## src/rtl/adc_scan_if.sv

```systemverilog
// SAR converter / oversampling accumulator bus between the scan controller
// (master) and the analog front end (slave).
interface adc_scan_if #(
  parameter int CH_W = 2
) ();
  logic            sar_start;
  logic            sar_done;
  logic            osr_done;
  logic [15:0]     osr_data;
  logic            osr_clr_n;
  logic [2:0]      osr_mode_out;
  logic [CH_W-1:0] mux_sel;

  modport master (output sar_start, osr_clr_n, osr_mode_out, mux_sel,
                  input  sar_done, osr_done, osr_data);
  modport slave  (input  sar_start, osr_clr_n, osr_mode_out, mux_sel,
                  output sar_done, osr_done, osr_data);
endinterface

```

## src/rtl/adc_scan_ctrl.sv

```systemverilog
// Periodic scan of enabled ADC channels: mux select, accumulator clear, SAR
// start pulses until the oversampled result is ready, then per-channel store.
module adc_scan_ctrl #(
  parameter int NUM_CH  = 4,
  parameter int CH_W    = 2,
  parameter int SETTLE  = 4,
  parameter int TIMEOUT = 255
) (
  input  logic              clk,
  input  logic              rst_n,
  input  logic              en_i,
  input  logic [NUM_CH-1:0] ch_mask_i,
  input  logic [2:0]        osr_mode_i,
  input  logic [15:0]       period_i,
  adc_scan_if.master        adc,
  input  logic [CH_W-1:0]   rd_sel_i,
  output logic [15:0]       rd_data_o,
  output logic [NUM_CH-1:0] valid_o,
  output logic              scan_done_o,
  output logic              irq_o,
  input  logic              irq_clr_i,
  output logic              overrun_o,
  output logic              timeout_err_o
);
  localparam int CNT_W = 16;
  localparam logic [CNT_W-1:0] ONE = CNT_W'(1);

  typedef enum logic [2:0] {
    S_IDLE, S_SELECT, S_CLEAR, S_SETTLE, S_START, S_WAIT, S_CHECK, S_STORE
  } state_e;

  state_e                  state_q, state_d;
  logic [CNT_W-1:0]        cnt_q, cnt_d;
  logic [15:0]             per_q, per_d;
  logic [CH_W-1:0]         ch_q, ch_d, mux_q, mux_d;
  logic [2:0]              mode_q, mode_d;
  logic [NUM_CH-1:0]       pend_q, pend_d, valid_q, valid_d, nxt_pend;
  logic [NUM_CH-1:0][15:0] res_q, res_d;
  logic [15:0]             rd_q, rd_d;
  logic [2:0]              sync_q;
  logic                    seen_q, seen_d, stop_q, stop_d;
  logic                    irq_q, ovr_q, tmo_q;
  logic                    tick, rise, clr_n, advance, tmo_set, done_pulse;

  function automatic logic [CH_W-1:0] first_ch(input logic [NUM_CH-1:0] m);
    first_ch = '0;
    for (int i = NUM_CH - 1; i >= 0; i--)
      if (m[i]) first_ch = CH_W'(i);
  endfunction

  assign tick  = en_i && ((period_i == 16'd0) || (per_q == period_i - 16'd1));
  assign per_d = (!en_i || tick) ? 16'd0 : per_q + 16'd1;

  // osr_done crosses in through two flops; the third flop only feeds the edge detect
  assign rise     = sync_q[1] & ~sync_q[2];
  assign clr_n    = (state_q != S_CLEAR);
  assign seen_d   = clr_n & (seen_q | rise);
  assign nxt_pend = pend_q & ~(NUM_CH'(1) << ch_q);
  assign rd_d     = (int'(rd_sel_i) < NUM_CH) ? res_q[rd_sel_i] : 16'd0;

  always_comb begin
    state_d    = state_q;
    cnt_d      = cnt_q;
    ch_d       = ch_q;
    mux_d      = mux_q;
    mode_d     = mode_q;
    pend_d     = pend_q;
    valid_d    = valid_q;
    res_d      = res_q;
    stop_d     = stop_q | (!en_i && (state_q != S_IDLE));
    advance    = 1'b0;
    tmo_set    = 1'b0;
    done_pulse = 1'b0;
    unique case (state_q)
      S_IDLE: if (tick && (ch_mask_i != '0)) begin
        pend_d  = ch_mask_i;
        valid_d = '0;
        ch_d    = first_ch(ch_mask_i);
        mux_d   = first_ch(ch_mask_i);
        mode_d  = osr_mode_i;
        stop_d  = 1'b0;
        state_d = S_SELECT;
      end
      S_SELECT: begin
        cnt_d   = ONE;
        state_d = S_CLEAR;
      end
      S_CLEAR:
        if (cnt_q == '0) begin
          cnt_d   = CNT_W'(SETTLE - 1);
          state_d = S_SETTLE;
        end else cnt_d = cnt_q - ONE;
      S_SETTLE:
        if (cnt_q == '0) state_d = S_START;
        else cnt_d = cnt_q - ONE;
      S_START: begin
        cnt_d   = CNT_W'(TIMEOUT - 1);
        state_d = S_WAIT;
      end
      S_WAIT:
        if (adc.sar_done) begin
          cnt_d   = CNT_W'(2);
          state_d = S_CHECK;
        end else if (cnt_q == '0) begin
          tmo_set = 1'b1;
          advance = 1'b1;
        end else cnt_d = cnt_q - ONE;
      S_CHECK:
        if (cnt_q == '0) state_d = seen_q ? S_STORE : S_START;
        else cnt_d = cnt_q - ONE;
      S_STORE: begin
        res_d[ch_q]   = adc.osr_data;
        valid_d[ch_q] = 1'b1;
        advance       = 1'b1;
      end
      default: state_d = S_IDLE;
    endcase
    // A scan aborted by en never reports completion, even on its last channel
    if (advance) begin
      pend_d = nxt_pend;
      if (!stop_q && en_i && (nxt_pend != '0)) begin
        ch_d    = first_ch(nxt_pend);
        mux_d   = first_ch(nxt_pend);
        state_d = S_SELECT;
      end else begin
        state_d    = S_IDLE;
        done_pulse = !stop_q && (nxt_pend == '0);
      end
    end
  end

  always_ff @(posedge clk or negedge rst_n) begin
    if (!rst_n) begin
      state_q <= S_IDLE;
      cnt_q   <= '0;
      per_q   <= '0;
      ch_q    <= '0;
      mux_q   <= '0;
      mode_q  <= '0;
      pend_q  <= '0;
      valid_q <= '0;
      res_q   <= '0;
      rd_q    <= '0;
      sync_q  <= '0;
      seen_q  <= 1'b0;
      stop_q  <= 1'b0;
      irq_q   <= 1'b0;
      ovr_q   <= 1'b0;
      tmo_q   <= 1'b0;
    end else begin
      state_q <= state_d;
      cnt_q   <= cnt_d;
      per_q   <= per_d;
      ch_q    <= ch_d;
      mux_q   <= mux_d;
      mode_q  <= mode_d;
      pend_q  <= pend_d;
      valid_q <= valid_d;
      res_q   <= res_d;
      rd_q    <= rd_d;
      sync_q  <= {sync_q[1:0], adc.osr_done};
      seen_q  <= seen_d;
      stop_q  <= stop_d;
      irq_q   <= done_pulse | (irq_q & ~irq_clr_i);
      ovr_q   <= (tick && (state_q != S_IDLE)) | (ovr_q & ~irq_clr_i);
      tmo_q   <= tmo_set | (tmo_q & ~irq_clr_i);
    end
  end

  assign adc.sar_start    = (state_q == S_START);
  assign adc.osr_clr_n    = clr_n;
  assign adc.osr_mode_out = mode_q;
  assign adc.mux_sel      = mux_q;
  assign rd_data_o        = rd_q;
  assign valid_o          = valid_q;
  assign scan_done_o      = done_pulse;
  assign irq_o            = irq_q;
  assign overrun_o        = ovr_q;
  assign timeout_err_o    = tmo_q;
endmodule

```

## src/flat_wrapper.sv

```systemverilog
// flat-port wrapper written by rule: the top's interface ports become plain ports
module adc_scan_ctrl_flat 
#(
  parameter int NUM_CH  = 4,
  parameter int CH_W    = 2,
  parameter int SETTLE  = 4,
  parameter int TIMEOUT = 255
)
  (clk, rst_n, en_i, ch_mask_i, osr_mode_i, period_i, rd_sel_i, rd_data_o, valid_o, scan_done_o, irq_o, irq_clr_i, overrun_o, timeout_err_o, adc_sar_start, adc_osr_clr_n, adc_osr_mode_out, adc_mux_sel, adc_sar_done, adc_osr_done, adc_osr_data);
  adc_scan_if #(.CH_W(CH_W)) adc_i ();
  input  logic clk;
  input  logic rst_n;
  input  logic en_i;
  input  logic [NUM_CH-1:0] ch_mask_i;
  input  logic [2:0] osr_mode_i;
  input  logic [15:0] period_i;
  input  logic [CH_W-1:0] rd_sel_i;
  output logic [15:0] rd_data_o;
  output logic [NUM_CH-1:0] valid_o;
  output logic scan_done_o;
  output logic irq_o;
  input  logic irq_clr_i;
  output logic overrun_o;
  output logic timeout_err_o;
  output wire logic [$bits(adc_i.sar_start)-1:0] adc_sar_start;
  output wire logic [$bits(adc_i.osr_clr_n)-1:0] adc_osr_clr_n;
  output wire logic [$bits(adc_i.osr_mode_out)-1:0] adc_osr_mode_out;
  output wire logic [$bits(adc_i.mux_sel)-1:0] adc_mux_sel;
  input wire logic [$bits(adc_i.sar_done)-1:0] adc_sar_done;
  input wire logic [$bits(adc_i.osr_done)-1:0] adc_osr_done;
  input wire logic [$bits(adc_i.osr_data)-1:0] adc_osr_data;
  assign adc_sar_start = adc_i.sar_start;
  assign adc_osr_clr_n = adc_i.osr_clr_n;
  assign adc_osr_mode_out = adc_i.osr_mode_out;
  assign adc_mux_sel = adc_i.mux_sel;
  assign adc_i.sar_done = adc_sar_done;
  assign adc_i.osr_done = adc_osr_done;
  assign adc_i.osr_data = adc_osr_data;
  adc_scan_ctrl #(.NUM_CH(NUM_CH), .CH_W(CH_W), .SETTLE(SETTLE), .TIMEOUT(TIMEOUT)) u_core (.clk(clk), .rst_n(rst_n), .en_i(en_i), .ch_mask_i(ch_mask_i), .osr_mode_i(osr_mode_i), .period_i(period_i), .adc(adc_i), .rd_sel_i(rd_sel_i), .rd_data_o(rd_data_o), .valid_o(valid_o), .scan_done_o(scan_done_o), .irq_o(irq_o), .irq_clr_i(irq_clr_i), .overrun_o(overrun_o), .timeout_err_o(timeout_err_o));
endmodule
```

## config.mk

```make
export PLATFORM = sky130hd
export DESIGN_NAME = adc_scan_ctrl_flat
export DESIGN_NICKNAME = d
export VERILOG_FILES = /design/src/rtl/adc_scan_if.sv /design/src/rtl/adc_scan_ctrl.sv /design/src/flat_wrapper.sv
export SDC_FILE = /design/constraint.sdc
export NUM_CORES = 1
export LEC_CHECK = 0
export BUFFER_PORTS_ARGS = -buffer_cell sky130_fd_sc_hd__buf_2
export CAP_MARGIN = 20
export CORE_MARGIN = 4
export CORE_UTILIZATION = 25
export CTS_CLUSTER_SIZE = 24
export DETAILED_ROUTE_END_ITERATION = 8
export PLACE_DENSITY = 0.53
export SLEW_MARGIN = 20
export SYNTH_ARGS = -nofsm -noshare
export SYNTH_HDL_FRONTEND = slang
export SYNTH_SLANG_ARGS = --single-unit
```

## constraint.sdc

```tcl
create_clock -name clk -period 2.9 [get_ports clk]
set_input_delay 0.435 -clock clk [delete_from_list [all_inputs] [get_ports clk]]
set_output_delay 0.435 -clock clk [all_outputs]
set_load 0.05 [all_outputs]
```

==> results of run 1 <==
[where the power goes]
group / switching (W) / total, W / internal (W) / leakage, nW
Combinational: 0.000178 / 0.000282 / 0.000104 / 1.69
Sequential: 0.0000221 / 0.00198 / 0.00196 / 1.79
Clock: 0.000786 / 0.00229 / 0.00150 / 0.304
[placed cells by master, fill, tap and decap left out, types with 16 or more instances in the layout]
cell type	n
nor2_1	47
buf_2	75
o21ai_0	36
dfrtp_1	138
xnor2_1	16
mux2_2	65
a21oi_1	20
nand2_1	28
inv_1	26
nor3_1	16
nand3_1	19
buf_4	28
xor2_1	17
clkbuf_16	17
mux4_2	16
[flip-flops by register name (all words and copies together) (netlist names), 3 cells and up]
signal,cells
u_core.state_q,3
u_core.res_q,64
u_core.adc.osr_mode_out,3
u_core.rd_data_o,16
u_core.per_q,16
u_core.valid_o,4
u_core.cnt_q,16
u_core.sync_q,3
u_core.pend_q,4
[stage by stage]
stage / total power (W) / instance area [sq um] / std cells / hold WS [ns] / utilization [%]
2_1_floorplan: 0.00215 / 6850 / 604 / 0.139 / -
3_3_place_gp: 0.00230 / 7790 / 1024 / 0.334 / 28.9
3_5_place_dp: 0.00230 / 7790 / 1024 / 0.341 / 28.9
4_1_cts: 0.00463 / 8430 / 1055 / 0.0173 / 31.3
5_1_grt: 0.00475 / 8450 / 1056 / 0.0273 / 31.4
6_report: 0.00455 / 8450 / 1056 / -0.00863 / 31.4
[per-layer routing]
| metal | GRT usage (%) | routed length (microns) | up-vias |
|---|---|---|---|
| met5 | 0 | 0 | - |
| met4 | 3.09 | 124 | 0 |
| met3 | 2.77 | 639 | 7 |
| met2 | 18.1 | 7930 | 87 |
| met1 | 14.9 | 7690 | 2460 |
| li1 | - | - | 2380 |
[worst paths after layout]
path,startpoint,to,slack [ns],cells past startpoint
worst min register to register,u_core.sync_q[0]$_DFF_PN0_,u_core.sync_q[1]$_DFF_PN0_,0.36,0
worst min-delay path,rst_n,u_core.rd_data_o[4]$_DFF_PN0_,-0.009,1
worst max register to register,u_core.cnt_q[4]$_DFFE_PN0P_,u_core.cnt_q[0]$_DFFE_PN0P_,0.39,9
min in group clk,adc_osr_done,u_core.sync_q[0]$_DFF_PN0_,0.14,1
worst max-delay path,u_core.cnt_q[4]$_DFFE_PN0P_,scan_done_o,0.19,6
max in group asynchronous,rst_n,u_core.res_q[57]$_DFFE_PN0P_,2.19,2
[logic make-up after synthesis]
logic type,count (synthesis)
and+or+nand+nor,178
DFF,138
xor gates and xnor gates,34
buffers and inverters,53
adders and majority gates,6
AOI/OAI and AO/OA,109
muxes,86
[layout make-up]
class                           count  area [sq um]  area share, %
Antenna cell                        1          2.50         0.0296
Clock buffer                       24           482           5.70
Clock inverter                      7           139           1.64
Inverter                           26          97.6           1.15
Multi-Input combinational cell    413          3210           38.0
Sequential cell                   138          3450           40.9
Tap cell                          341           427           5.05
Timing Repair Buffer              106           637           7.54
[worst max-delay path, cell delays in order, from the launching register on]
cell,delay [ns]
dfrtp_1,0.44
nor4_4,0.31
nand3_1,0.15
o31ai_2,0.29
nor2b_2,0.22
and3b_2,0.25
buf_4,0.21
[what timing repair did]
item | CTS | global route
cloned | 0 | 0
pin swaps | 1 | 0
endpoints found under the setup margin | 1 | 1
gates resized for setup | 4 | 4
==> flow_metrics.env, run 1 <==
export IMPL_worstHoldPathType="input port to async pin"
export IMPL_fillCellCount=2743
export IMPL_run_status="complete, but fails checks"
export IMPL_syn_num_nets=656
export IMPL_worstMarginPinSlew_ns=0.619
export IMPL_clock_sinks=138
export IMPL_final_setup_tns_ns=0
export IMPL_crit_fanout=6
export IMPL_yosys_area_share_simple_pct=13.6
export IMPL_ant_nets=0
export IMPL_wl_per_cell_microns=15.5
export IMPL_h_tree_depth=4
export IMPL_grt_pass1_vias=5074
export IMPL_path_clk_slew_ns=0.06
export IMPL_grt_antenna_before_repair=1
export IMPL_synth_distinct_cells=66
export IMPL_grt_overflow_total=0
export IMPL_power_density_mw_per_mm2=539
export IMPL_port_buffers=77
export IMPL_fin_crit_sh_pct=93.5
export IMPL_viasPerCell=4.67
export IMPL_ys_warn_count=0
export IMPL_synthTopCellsByArea="dfrtp_1 50%, mux2_2 11%, mux4_2 5.3%, o21ai_0 2.6%, nor2_1 2.6%"
export IMPL_max_slew_margin_pct=58.7
export IMPL_fmax_mhz=369
export IMPL_drive_gt1_share_pct=32.9
export IMPL_crit_type="flop to primary output"
export IMPL_cts_tree="done"
export IMPL_cp_end_kind="primary output"
export IMPL_clock_path_buffers=2
export IMPL_dp_slack_ns=-0.0240
export IMPL_postCtsSetupBuffers=0
export IMPL_gp_congestion=0.780
export IMPL_leakage_nw=3.78
export IMPL_row_count=60
export IMPL_synthXorXnorAreaFrac_pct=4.46
export IMPL_finalSetupViolCount=0
export IMPL_remaining_drc_errors=0
export IMPL_yosysMostFrequentCell="dfrtp_1"
export IMPL_yosys_area_top_type_share_pct=50.4
export IMPL_area_growth_pct=23.4
export IMPL_finalNetCount=754
export IMPL_hold_ws_ns=-0.00863
export IMPL_final_max_slew_viol_count=0
export IMPL_finalHoldViolCount=2
export IMPL_cp_start_kind="flop"
export IMPL_wl_microns=16400
export IMPL_synth_seq_cells=138
export IMPL_seq_area_frac_synth_pct=50.4
export IMPL_synth_area_sq_mm=0.00685
export IMPL_via_count=4934
export IMPL_synth_mux_area_share_pct=16.9
export IMPL_fin_ws_ns=0.188
export IMPL_async_flop_share_pct=100
export IMPL_cap_viol_max_count=0
export IMPL_failed_checks="hold timing"
export IMPL_hpwl_microns=11700
export IMPL_io_pins=78
export IMPL_syn_instance_count=604
export IMPL_ys_flop_type="dfrtp_1"
export IMPL_grt_pass1_wl_microns=27200
export IMPL_avgSynthCellArea_sq_um=11.3
export IMPL_clk_latency_ns=0.41
export IMPL_cts_made_buffers=17
export IMPL_start_util_pct=25.4
export IMPL_grt_usage_pct=11.2
export IMPL_firstDrtPassIters=4
export IMPL_synth_compound_area_share_pct=10.4
export IMPL_cts_hold_buf=0
export IMPL_drt_iter0_markers=274
export IMPL_synth_edff_count=0
export IMPL_grt_max_degree=64
export IMPL_ir_drop_uv=379
export IMPL_synthAdderAreaFrac_pct=1.06
export IMPL_die_y_microns=173
export IMPL_post_route_min_period_ns=2.71
export IMPL_clock_root_buffer="clkbuf_16"
export IMPL_synth_top_area_cell="dfrtp_1"
export IMPL_cp_data_arrival_time_ns=2.28
export IMPL_rsz0062_at_grt="false"
export IMPL_cp_required_ns=2.47
export IMPL_fp_dieW_microns=173
export IMPL_fin_skew_ns=0.00767
export IMPL_coreArea_sq_mm=0.0270
export IMPL_die_area_sq_mm=0.0301
export IMPL_synth_top_family_by_area="multiplexers"
export IMPL_synth_commonest_cells="138 x dfrtp_1, 65 x mux2_2, 48 x nor2_1"
No activity file was read; power rests on OpenSTA's default activity.
==> run 2: changes to the inputs <==
==> constraint.sdc (replaced) <==
create_clock -name clk -period 2.9 [get_ports clk]
set_input_delay 0.87 -clock clk [delete_from_list [all_inputs] [get_ports clk]]
set_output_delay 0.87 -clock clk [all_outputs]
set_load 0.05 [all_outputs]
==> flow_metrics.env, run 2 (synthesis results as in run 1) <==
export IMPL_ant_nets=0
export IMPL_final_max_slew_viol_count=0
export IMPL_cp_end_kind="primary output"
export IMPL_min_to="u_core.sync_q[1]$_DFF_PN0_"
export IMPL_row_count=60
export IMPL_fmax_mhz=329
export IMPL_start_util_pct=25.4
export IMPL_die_area_sq_mm=0.0301
export IMPL_io_pins=78
export IMPL_cts_made_buffers=17
export IMPL_path_delay_family="simple AND/OR/NAND/NOR gates"
export IMPL_coreArea_sq_mm=0.0270
export IMPL_clock_sinks=138
export IMPL_leakage_nw=3.93
export IMPL_grt_pass1_wl_microns=27400
export IMPL_cp_required_ns=2.03
export IMPL_rr_startpoint="u_core.cnt_q[7]$_DFFE_PN0P_"
export IMPL_finalHoldViolCount=0
export IMPL_wl_per_cell_microns=15.3
export IMPL_clock_path_buffers=2
export IMPL_firstDrtPassIters=4
export IMPL_max_slew_margin_pct=41.0
export IMPL_path_clk_slew_ns=0.06
export IMPL_holdPathStages=0
export IMPL_run_status="complete, but fails checks"
export IMPL_crit_type="flop to primary output"
export IMPL_drive_gt1_share_pct=36.2
export IMPL_die_y_microns=173
export IMPL_h_tree_depth=4
export IMPL_finalNetCount=783
export IMPL_regMostFlops="u_core.res_q"
export IMPL_wl_microns=16600
export IMPL_hold_path_startpoint="u_core.sync_q[0]$_DFF_PN0_"
export IMPL_cts_hold_buf=0
export IMPL_crit_slowest_cell="dfrtp_1"
export IMPL_hpwl_microns=11900
export IMPL_rsz0062_at_grt="true"
export IMPL_grt_usage_pct=11.2
export IMPL_post_route_min_period_ns=3.04
export IMPL_cts_tree="done"
export IMPL_fillCellCount=2723
export IMPL_final_area_sq_mm=0.00870
export IMPL_worstHoldPathType="flop to flop"
export IMPL_rr_endpoint="u_core.ch_q[0]$_DFF_PN0_"
export IMPL_remaining_drc_errors=0
export IMPL_area_growth_pct=27.1
export IMPL_via_count=5118
export IMPL_cap_viol_max_count=0
export IMPL_cp_data_arrival_time_ns=2.17
export IMPL_grt_overflow_total=0
export IMPL_final_core_util_pct=32.3
export IMPL_layout_common_cells="138 x dfrtp_1, 74 x buf_2, 65 x mux2_2, 55 x buf_4, 47 x nor2_1"
export IMPL_rrSetupSlack_ns=0.37
export IMPL_largest_reg_flops=64
export IMPL_worstMarginPinSlew_ns=0.885
export IMPL_max_stage_delay_ns=0.41
export IMPL_final_setup_tns_ns=-0.137
export IMPL_port_buffers=77
export IMPL_fin_skew_ns=0.00579
export IMPL_fp_dieW_microns=173
export IMPL_failed_checks="setup timing"
export IMPL_place_area_sq_mm=0.00802
export IMPL_worst_r2r_cell_count=10
export IMPL_cp_start_kind="flop"
export IMPL_final_common_cell="dfrtp_1"
export IMPL_path_buf_inv=1
export IMPL_grt_max_degree=56
export IMPL_finalSetupViolCount=1
export IMPL_grt_antenna_before_repair=2
export IMPL_viasPerCell=4.71
export IMPL_fin_ws_ns=-0.137
export IMPL_crit_chain="nor3_1 > nand3_2 > o31ai_4 > nor2b_4 > and3b_2 > buf_8"
export IMPL_fin_crit_sh_pct=105
export IMPL_clk_latency_ns=0.41
export IMPL_clock_root_buffer="clkbuf_16"
export IMPL_grt_pass1_vias=5110
export IMPL_crit_fanout=5
export IMPL_gp_congestion=0.802
export IMPL_ir_drop_uv=372
export IMPL_drt_iter0_markers=271
export IMPL_power_density_mw_per_mm2=517
==> run 2: changes by cell type in the layout (fill, tap and decap cells not counted), sizes merged <==
cell	change
inv	+1
clkinv	+1
buf	+29
bufinv	-1
clkbuf	-2
clkinvlp	+2
==> run 2: area by class of cell <==
cell class / instances / area, sq um / area share, %
inverters: 26 / 97.6 / 1.12
diodes: 1 / 2.50 / 0.0288
clock buffers: 22 / 464 / 5.34
flip-flops and latches: 138 / 3450 / 39.7
well taps: 341 / 427 / 4.90
repair buffers: 135 / 872 / 10.0
clock inverters: 10 / 141 / 1.62
multi-input cells: 413 / 3240 / 37.3
==> run 2: how the worst max path moves through the flow <==
stage,start,depth (start not counted),slack [ns],to
finish,u_core.cnt_q[7]$_DFFE_PN0P_,6,-0.14,scan_done_o
global placement,period_i[6],8,-0.37,u_core.stop_q$_DFF_PN0_
floorplan,period_i[3],8,-0.19,u_core.adc.osr_mode_out[0]$_DFFE_PN0P_
detailed placement,period_i[0],10,-0.37,u_core.adc.osr_mode_out[2]$_DFFE_PN0P_
global route,u_core.cnt_q[7]$_DFFE_PN0P_,6,-0.24,scan_done_o
CTS,u_core.cnt_q[5]$_DFFE_PN0P_,6,-0.17,scan_done_o
==> run 2: through the flow <==
| step | std cells | setup WS (ns) | power [W] | hold WS, ns |
|---|---|---|---|---|
| final | 1086 | -0.137 | 0.00450 | 0.346 |
| after CTS | 1085 | -0.168 | 0.00457 | 0.347 |
| after global routing | 1085 | -0.245 | 0.00469 | 0.355 |
| after detailed placement | 1052 | -0.373 | 0.00232 | 0.336 |
| after floorplan | 604 | -0.190 | 0.00215 | 0.331 |
| after global placement | 1052 | -0.371 | 0.00232 | 0.334 |
==> run 2: metal layers <==
metal	share of wire, %	up-vias	global-route usage [%]
met2	47	112	17.9
met4	0.75	4	2.56
met1	47	2543	15.3
li1	-	2448	-
met3	4.7	11	3.08
met5	0.16	-	0
==> run 2: what timing repair did <==
item,4_1_cts,5_1_grt
endpoints found under the setup margin,1,33
buffers inserted,1,0
resized for setup,6,9
pin swaps,3,2
==> run 2: worst reg2reg max path: cells and delay by family (launching register included) <==
kind	cells	cell delay, ns
AOI/OAI and AO/OA	3	0.56
buffers and inverters	3	0.45
DFF	1	0.41
and+or+nand+nor	4	1.02
==> run 2: report_power, final <==
part	internal, W	switching [W]	total (W)
clock network	0.00140	0.000812	0.00221
registers	0.00196	0.0000189	0.00198
logic	0.000123	0.000185	0.000308
==> run 3: changes to the inputs <==
==> constraint.sdc (replaced) <==
create_clock -name clk -period 3.5 [get_ports clk]
set_input_delay 1.05 -clock clk [delete_from_list [all_inputs] [get_ports clk]]
set_output_delay 1.05 -clock clk [all_outputs]
set_load 0.05 [all_outputs]
==> flow_metrics.env, run 3 (synthesis results as in run 1) <==
export IMPL_row_count=60
export IMPL_crit_chain="nor4_4 > nand3_1 > o31ai_2 > nor2b_2 > and3b_1 > buf_6"
export IMPL_fin_ws_ns=0.115
export IMPL_grt_pass1_wl_microns=27600
export IMPL_crit_slowest_cell="dfrtp_2"
export IMPL_max_stage_delay_ns=0.47
export IMPL_diodes=0
export IMPL_crit_type="flop to primary output"
export IMPL_multi_input_area_sq_mm=0.00322
export IMPL_cts_hold_buf=0
export IMPL_drive_gt1_share_pct=33.2
export IMPL_grt_overflow_total=0
export IMPL_finalHoldViolCount=0
export IMPL_cp_required_ns=2.45
export IMPL_grt_usage_pct=11.4
export IMPL_place_area_sq_mm=0.00776
export IMPL_wl_per_cell_microns=15.9
export IMPL_clock_sinks=138
export IMPL_grt_max_degree=64
export IMPL_final_common_cell="dfrtp_1"
export IMPL_rrSetupSlack_ns=0.79
export IMPL_area_growth_pct=22.9
export IMPL_gp_congestion=0.801
export IMPL_remaining_drc_errors=0
export IMPL_crit_fanout=7
export IMPL_power_density_mw_per_mm2=445
export IMPL_rr_startpoint="u_core.cnt_q[5]$_DFFE_PN0P_"
export IMPL_fin_crit_sh_pct=96.7
export IMPL_drt_iter0_markers=295
export IMPL_grt_antenna_before_repair=1
export IMPL_finalNetCount=751
export IMPL_io_pins=78
export IMPL_ir_drop_uv=348
export IMPL_clk_latency_ns=0.41
export IMPL_path_clk_slew_ns=0.06
export IMPL_fillCellCount=2750
export IMPL_final_area_sq_mm=0.00841
export IMPL_fmax_mhz=295
export IMPL_path_buf_inv=1
export IMPL_h_tree_depth=4
export IMPL_crit_end="scan_done_o"
export IMPL_regMostFlops="u_core.res_q"
export IMPL_seq_area_sq_mm=0.00345
export IMPL_cts_resized=4
export IMPL_worstHoldPathType="flop to flop"
export IMPL_worstMarginPinSlew_ns=0.934
export IMPL_final_max_slew_viol_count=0
export IMPL_finalSetupViolCount=0
export IMPL_die_y_microns=173
export IMPL_firstDrtPassIters=5
export IMPL_cp_data_arrival_time_ns=2.34
export IMPL_viasPerCell=4.71
export IMPL_cp_end_kind="primary output"
export IMPL_largest_reg_flops=64
export IMPL_max_slew_margin_pct=37.8
export IMPL_setup_worst_path_start="u_core.cnt_q[5]$_DFFE_PN0P_"
export IMPL_die_area_sq_mm=0.0301
export IMPL_path_delay_family="simple AND/OR/NAND/NOR gates"
export IMPL_rr_endpoint="u_core.adc.mux_sel[0]$_DFF_PN0_"
export IMPL_layout_common_cells="137 x dfrtp_1, 75 x buf_2, 65 x mux2_2, 46 x nor2_1, 36 x o21ai_0"
export IMPL_worst_r2r_cell_count=8
export IMPL_leakage_nw=3.76
export IMPL_cts_tree="done"
export IMPL_port_buffers=77
export IMPL_post_route_min_period_ns=3.39
export IMPL_dp_slack_ns=0.0168
export IMPL_ant_nets=0
export IMPL_final_setup_tns_ns=0
export IMPL_cp_start_kind="flop"
export IMPL_wl_microns=16700
export IMPL_cts_made_buffers=17
export IMPL_start_util_pct=25.4
export IMPL_fp_dieW_microns=173
export IMPL_run_status="finished, final reports clean"
export IMPL_clock_path_buffers=2
export IMPL_cap_viol_max_count=0
export IMPL_clock_root_buffer="clkbuf_16"
export IMPL_via_count=4960
export IMPL_coreArea_sq_mm=0.0270
export IMPL_hpwl_microns=11700
export IMPL_grt_pass1_vias=5118
export IMPL_postCtsSetupBuffers=0
export IMPL_fin_skew_ns=0.00770
export IMPL_crit_cells=6
-- run 3: cell types whose count changed in the layout (fill, tap and decap cells not counted), sizes merged --
cell,delta
buf,-32
clkbuf,-1
diode,-1
-- run 3: metal layers --
metal | track usage (%) | vias up | part of all wire, %
li1 | - | 2388 | -
met1 | 15.5 | 2472 | 48
met2 | 17.9 | 85 | 47
met3 | 3.18 | 13 | 4.2
met4 | 2.89 | 2 | 1.1
met5 | 0 | - | 0.078
-- run 3: layout make-up --
class / count / area share, %
clock inverter: 10 / 1.68
tap: 341 / 5.07
timing repair buffer: 103 / 7.20
inverter: 26 / 1.16
sequential: 138 / 41.1
clock buffer: 21 / 5.59
multi-input combinational: 413 / 38.2
-- run 3: how the worst min path moves through the flow --
stage                                       endpoint                        from  slack [ns]  depth (start not counted)
after floorplan           u_core.sync_q[1]$_DFF_PN0_  u_core.sync_q[0]$_DFF_PN0_        0.33                          0
after global placement    u_core.sync_q[1]$_DFF_PN0_  u_core.sync_q[0]$_DFF_PN0_        0.33                          0
after detailed placement  u_core.sync_q[1]$_DFF_PN0_  u_core.sync_q[0]$_DFF_PN0_        0.35                          0
after CTS                 u_core.sync_q[1]$_DFF_PN0_  u_core.sync_q[0]$_DFF_PN0_        0.36                          0
after global routing      u_core.sync_q[1]$_DFF_PN0_  u_core.sync_q[0]$_DFF_PN0_        0.38                          0
final                     u_core.sync_q[1]$_DFF_PN0_  u_core.sync_q[0]$_DFF_PN0_        0.35                          0
-- run 3: power by group --
part           internal, W  switching [W]
registers          0.00162      0.0000181
logic            0.0000865       0.000148
clock network      0.00118       0.000692
-- run 3: per-stage QoR --
| step | power [W] | hold WS [ns] | std cells | utilization [%] |
|---|---|---|---|---|
| 2_1_floorplan | 0.00178 | 0.331 | 604 | - |
| 3_3_place_gp | 0.00191 | 0.335 | 1021 | 28.8 |
| 3_5_place_dp | 0.00191 | 0.346 | 1021 | 28.8 |
| 4_1_cts | 0.00381 | 0.359 | 1052 | 31.2 |
| 5_1_grt | 0.00390 | 0.378 | 1052 | 31.2 |
| 6_report | 0.00374 | 0.352 | 1052 | 31.2 |
